--- src/rtl/led_matrix_pkg.sv ---
// Shared geometry and scan state encoding for the 5x7 LED matrix scanner.
package led_matrix_pkg;

  localparam int NUM_COLS = 5;
  localparam int NUM_ROWS = 7;
  localparam int FRAME_W  = NUM_COLS * NUM_ROWS;
  localparam int COL_W    = 3;
  localparam int TIMER_W  = 16;

  typedef enum logic [1:0] {
    ST_IDLE  = 2'd0,
    ST_BLANK = 2'd1,
    ST_SHOW  = 2'd2
  } scan_state_t;

endpackage

--- src/rtl/led_matrix_scan_ctrl_scan_timer.sv ---
// Down-counter timing the blank and dwell intervals; done is high once the
// loaded count has run out, so a load of N-1 yields a phase of N cycles.
module scan_timer #(
  parameter int W = 16
) (
  input  logic         clk,
  input  logic         reset,
  input  logic         clear,
  input  logic         load,
  input  logic [W-1:0] load_value,
  output logic         done
);

  logic [W-1:0] count;

  // Count down to zero and hold there; a load restarts the interval.
  always_ff @(posedge clk) begin
    if (reset || clear) begin
      count <= '0;
    end else if (load) begin
      count <= load_value;
    end else if (count != '0) begin
      count <= count - W'(1);
    end
  end

  assign done = (count == '0);

endmodule

--- src/rtl/led_matrix_scan_ctrl.sv ---
// Column scanner for a 5x7 LED matrix with a double-buffered frame store
// that only swaps at the frame boundary, so the display never tears.
module led_matrix_scan_ctrl
  import led_matrix_pkg::*;
#(
  parameter int DWELL_CYCLES   = 10000,
  parameter int BLANK_CYCLES   = 16,
  parameter int COL_ACTIVE_LOW = 1
) (
  input  logic               clk,
  input  logic               reset,
  input  logic               enable,
  input  logic [FRAME_W-1:0] frame_data,
  input  logic               frame_valid,
  output logic               frame_ready,
  output logic [FRAME_W-1:0] rows_values,
  output logic [COL_W-1:0]   bin_number,
  output logic [NUM_COLS-1:0] col_enable,
  output logic               frame_start
);

  localparam logic [TIMER_W-1:0]  DWELL_LOAD = TIMER_W'(DWELL_CYCLES - 1);
  localparam logic [TIMER_W-1:0]  BLANK_LOAD = TIMER_W'(BLANK_CYCLES - 1);
  localparam logic [NUM_COLS-1:0] COL_OFF    = (COL_ACTIVE_LOW != 0) ? '1 : '0;
  localparam logic [COL_W-1:0]    LAST_COL   = COL_W'(NUM_COLS - 1);

  scan_state_t state, state_next;
  logic [COL_W-1:0]    bin_next;
  logic [NUM_COLS-1:0] col_next;
  logic [NUM_COLS-1:0] col_onehot;
  logic [NUM_COLS-1:0] col_lit;
  logic                start_next;
  logic                timer_load;
  logic [TIMER_W-1:0]  timer_value;
  logic                timer_done;
  logic                boundary;

  logic [FRAME_W-1:0]  pending;
  logic                pending_full;
  logic                pending_full_next;
  logic                accept;
  logic                load_rows;

  assign col_onehot = NUM_COLS'(1) << bin_number;
  assign col_lit    = (COL_ACTIVE_LOW != 0) ? ~col_onehot : col_onehot;

  scan_timer #(.W(TIMER_W)) u_timer (
    .clk        (clk),
    .reset      (reset),
    .clear      (~enable),
    .load       (timer_load),
    .load_value (timer_value),
    .done       (timer_done)
  );

  // Next-state and next-output decode; disabling drops straight to IDLE.
  always_comb begin
    state_next  = state;
    bin_next    = bin_number;
    col_next    = col_enable;
    start_next  = 1'b0;
    timer_load  = 1'b0;
    timer_value = '0;
    boundary    = 1'b0;
    if (!enable) begin
      state_next = ST_IDLE;
      bin_next   = '0;
      col_next   = COL_OFF;
    end else begin
      case (state)
        ST_IDLE: begin
          state_next  = ST_BLANK;
          bin_next    = '0;
          col_next    = COL_OFF;
          start_next  = 1'b1;
          timer_load  = 1'b1;
          timer_value = BLANK_LOAD;
        end
        ST_BLANK: begin
          if (timer_done) begin
            state_next  = ST_SHOW;
            col_next    = col_lit;
            timer_load  = 1'b1;
            timer_value = DWELL_LOAD;
          end
        end
        ST_SHOW: begin
          if (timer_done) begin
            state_next  = ST_BLANK;
            col_next    = COL_OFF;
            timer_load  = 1'b1;
            timer_value = BLANK_LOAD;
            if (bin_number == LAST_COL) begin
              bin_next   = '0;
              boundary   = 1'b1;
              start_next = 1'b1;
            end else begin
              bin_next = bin_number + COL_W'(1);
            end
          end
        end
        default: begin
          state_next = ST_IDLE;
          bin_next   = '0;
          col_next   = COL_OFF;
        end
      endcase
    end
  end

  // Scan state and column outputs are all registered.
  always_ff @(posedge clk) begin
    if (reset) begin
      state       <= ST_IDLE;
      bin_number  <= '0;
      col_enable  <= COL_OFF;
      frame_start <= 1'b0;
    end else begin
      state       <= state_next;
      bin_number  <= bin_next;
      col_enable  <= col_next;
      frame_start <= start_next;
    end
  end

  // At a boundary the pending frame moves to the display, which empties the
  // slot before any same-cycle accept; ready mirrors the next fill state.
  assign accept            = frame_valid && frame_ready;
  assign load_rows         = boundary && pending_full;
  assign pending_full_next = accept || (pending_full && !load_rows);

  // Pending/display buffers keep running regardless of enable.
  always_ff @(posedge clk) begin
    if (reset) begin
      pending      <= '0;
      pending_full <= 1'b0;
      rows_values  <= '0;
      frame_ready  <= 1'b1;
    end else begin
      if (load_rows) begin
        rows_values <= pending;
      end
      if (accept) begin
        pending <= frame_data;
      end
      pending_full <= pending_full_next;
      frame_ready  <= !pending_full_next;
    end
  end

endmodule
--- config.mk ---
export PLATFORM = sky130hd
export DESIGN_NAME = led_matrix_scan_ctrl
export DESIGN_NICKNAME = d
export VERILOG_FILES = /design/src/rtl/led_matrix_pkg.sv /design/src/rtl/led_matrix_scan_ctrl_scan_timer.sv /design/src/rtl/led_matrix_scan_ctrl.sv
export SDC_FILE = /design/constraint.sdc
export NUM_CORES = 1
export LEC_CHECK = 0
export ABC_AREA = 1
export BUFFER_PORTS_ARGS = -buffer_cell sky130_fd_sc_hd__buf_2
export CORE_MARGIN = 2
export CORE_UTILIZATION = 60
export CTS_BUF_LIST = sky130_fd_sc_hd__clkbuf_8 sky130_fd_sc_hd__clkbuf_16
export DETAILED_ROUTE_END_ITERATION = 10
export PLACE_DENSITY = 0.95
export SLEW_MARGIN = 0
export SYNTH_ARGS = -nofsm -noshare
export SYNTH_HDL_FRONTEND = slang
export SYNTH_SLANG_ARGS = --single-unit
--- constraint.sdc ---
create_clock -name clk -period 3.6 [get_ports clk]
set_clock_uncertainty 0.1 [all_clocks]
set_input_delay 0.36 -clock clk [delete_from_list [all_inputs] [get_ports clk]]
set_output_delay 0.36 -clock clk [all_outputs]
set_load 0.02 [all_outputs]
==> reports/metrics.cfg <==
[outcome]
status = completed

[sta]
min_period_ps = 2437
setup_viol = 0
tightestPinTransition_ps = 1099
period_share_pct = 67.69
holdWs_ps = 173.4
hold_viol = 0
maxSlewHeadroom_pct = 26.45
finalMaxSlewViolations = 0
rsz0062_at_grt = no
max_freq_mhz = 410.4
fin_tns_setup_ps = 0

[synth]
postSynthCellCount = 642
synthesis.nets = 694
ys_ff_latch = 99
syn-mean-instance-area_um2 = 7.088
seq_area_frac_synth_pct = 43.55
yosysWarnings = 0
syn_area_um2 = 4551
synth_cell_types = 28

[setup_path]
worst_path_max_delay_cell = nand3_4
crit_path_max_fanout = 35
required_ps = 3800
worstSetupPathType = flip-flop to flip-flop
path_cells = inv_1 -> ha_1 -> nand2_1 -> nor2_2 -> nand2_2 -> nor3_4 -> nand3_4 -> nand2_1 -> inv_1 -> nor2_1
end_kind = flip-flop
worstPathArrival_ps = 2640
critical_path.max_stage_delay_ps = 480
start_kind = flip-flop

[die]
start_util_pct = 62.41
die_y_um = 91.09
coreArea_um2 = 7292
die_x_um = 91.09
io_pins = 84
rows = 31
dieArea_um2 = 8297

[cells_and_area]
fin_util_pct = 71.00
drive_gt1_share_pct = 15.99
fin_area_um2 = 5177
finalNetCount = 761
area.growth.synth_to_final_pct = 13.78
diodes = 0
nFillCells = 585

[pwr]
static-leakage-power_nw = 2.552
irDropWorstVdd_mv = 0.3170
powerDensity_nw_per_um2 = 654.6

[detailed_routing]
drc = 0
totalWireLength_mm = 10.45
wl_per_cell_um = 12.87
viasPerCell = 5.216
first_pass_iters = 5
dr.first_iter.drc_count = 301
via_count = 4235
ant_nets = 0

[grt]
grt_pass1_wl_mm = 17.53
grt_antenna_before_repair = 0
gr-total-overflow = 0
grt_pass1_vias = 4042
grt_max_degree = 72
grt_use_total_pct = 25.52

[clocking]
cts_root_buf = clkbuf_8
postCtsSetupRepairBufs = 0
cts_made_buffers = 9
cts_resized = 0
clockBufferDepth = 2
clkSlewWorstSetupHoldPaths_ps = 100
clk-insertion-delay-late_ps = 360
tritoncts = yes
htree_levels = 3
cts_sinks = 99
hold_buffers = 0

[job]
max_cap_violations = 0

[place]
gp_congestion = 0.9311
place_area_um2 = 4962
dp_hpwl_mm = 7.035
portBuffers = 83

[worst_hold_path]
min_path_type = input port to flip-flop

-- registers in the layout (all words and copies together) (netlist names) --
signal,count
bin_number,3
col_enable,5
frame_ready,1
frame_start,1
pending,35
pending_full,1
rows_values,35
state,2
u_timer.count,16
-- worst max-delay path, delay by kind of cell (launching register included) --
family,cells,cell delay (ps)
buf+inv,2,180
simple gates,7,1580
fa+ha+maj,1,180
flops,1,340
-- layer usage --
metal	wire (um)	global-route usage, %	part of all wire (%)	vias to the layer above
li1	-	-	-	2125
met1	4306	30.15	41	1929
met2	5336	46.36	51	157
met3	578	3.485	5.5	24
met4	229	10.35	2.2	0
met5	0	0	0	-
-- report_power, final --
part,switching [mW],internal (mW)
Clock,0.387,0.391
Combinational,0.828,0.474
Sequential,0.0949,1.21
-- cells in the final DEF (no fill, tap or decap), types with 3 or more instances in the layout --
| cell | n |
|---|---|
| o21ai_0 | 37 |
| nand3b_1 | 5 |
| xor2_1 | 7 |
| buf_4 | 4 |
| buf_2 | 83 |
| nor2_1 | 72 |
| clkbuf_8 | 9 |
| nand3_1 | 19 |
| nand4_1 | 36 |
| nand2_1 | 125 |
| dfxtp_1 | 99 |
| nor2_2 | 6 |
| inv_1 | 126 |
| ha_1 | 13 |
| nand2_2 | 3 |
| a21oi_1 | 45 |
| xnor2_1 | 6 |
-- cells by family (layout without fill, tap and decap cells) --
family          after synthesis  after routing  share of synthesized area, %
simple gates                271            271                         26.40
buf+inv                     159            230                         14.08
flops                        99             99                         43.55
compound gates               87             87                         9.898
fa+ha+maj                    13             13                         3.574
xor+xnor                     13             13                         2.502
-- final cells by class --
| cell class | instances | area (um^2) | area share [%] |
|---|---|---|---|
| Timing Repair Buffer | 87 | 445.4 | 8.603 |
| Clock inverter | 6 | 91.34 | 1.764 |
| Inverter | 128 | 480.5 | 9.280 |
| Tap cell | 99 | 123.9 | 2.392 |
| Multi-Input combinational cell | 384 | 1931 | 37.29 |
| Clock buffer | 9 | 123.9 | 2.392 |
| Sequential cell | 99 | 1982 | 38.28 |
-- path summary, 6_finish.rpt --
path | cells after the start | from | slack, ps | end
min reg2reg | 2 | col_enable[2]$_SDFFE_PP1P_ | 360 | col_enable[2]$_SDFFE_PP1P_
max | 10 | u_timer.count[0]$_SDFFE_PP0P_ | 1160 | rows_values[4]$_SDFFE_PP0P_
min | 3 | frame_data[9] | 170 | pending[9]$_SDFFE_PP0P_
max reg2reg | 10 | u_timer.count[0]$_SDFFE_PP0P_ | 1160 | rows_values[4]$_SDFFE_PP0P_
-- Yosys cell counts, drive strengths merged --
master   count  area [um^2]
nor2        78        307.8
buf         16        103.8
ha          13        162.7
o21bai       1        7.510
o2111ai      1        8.760
dfxtp       99         1982
nor3         3        26.28
nand2      128        485.5
xnor2        6        52.55
a21oi       45        225.2
clkinv       3        11.26
o21ai       38        193.9
nand3       20        112.6
a211oi       2        15.01
clkbuf      15        56.30
nand4       36        225.2
xor2         7        61.31
nor4         1        6.260
inv        125        469.2
nand3b       5        37.54
-- through the flow --
step	std cells	power, mW	setup slack, ps
2_1_floorplan	642	2.342	1863
4_1_cts	812	3.376	1161
5_1_grt	812	3.611	839.7
6_report	812	3.389	1163
3_5_place_dp	797	2.606	1182
3_3_place_gp	797	2.544	1332
Power figures use the tool's default switching activity.
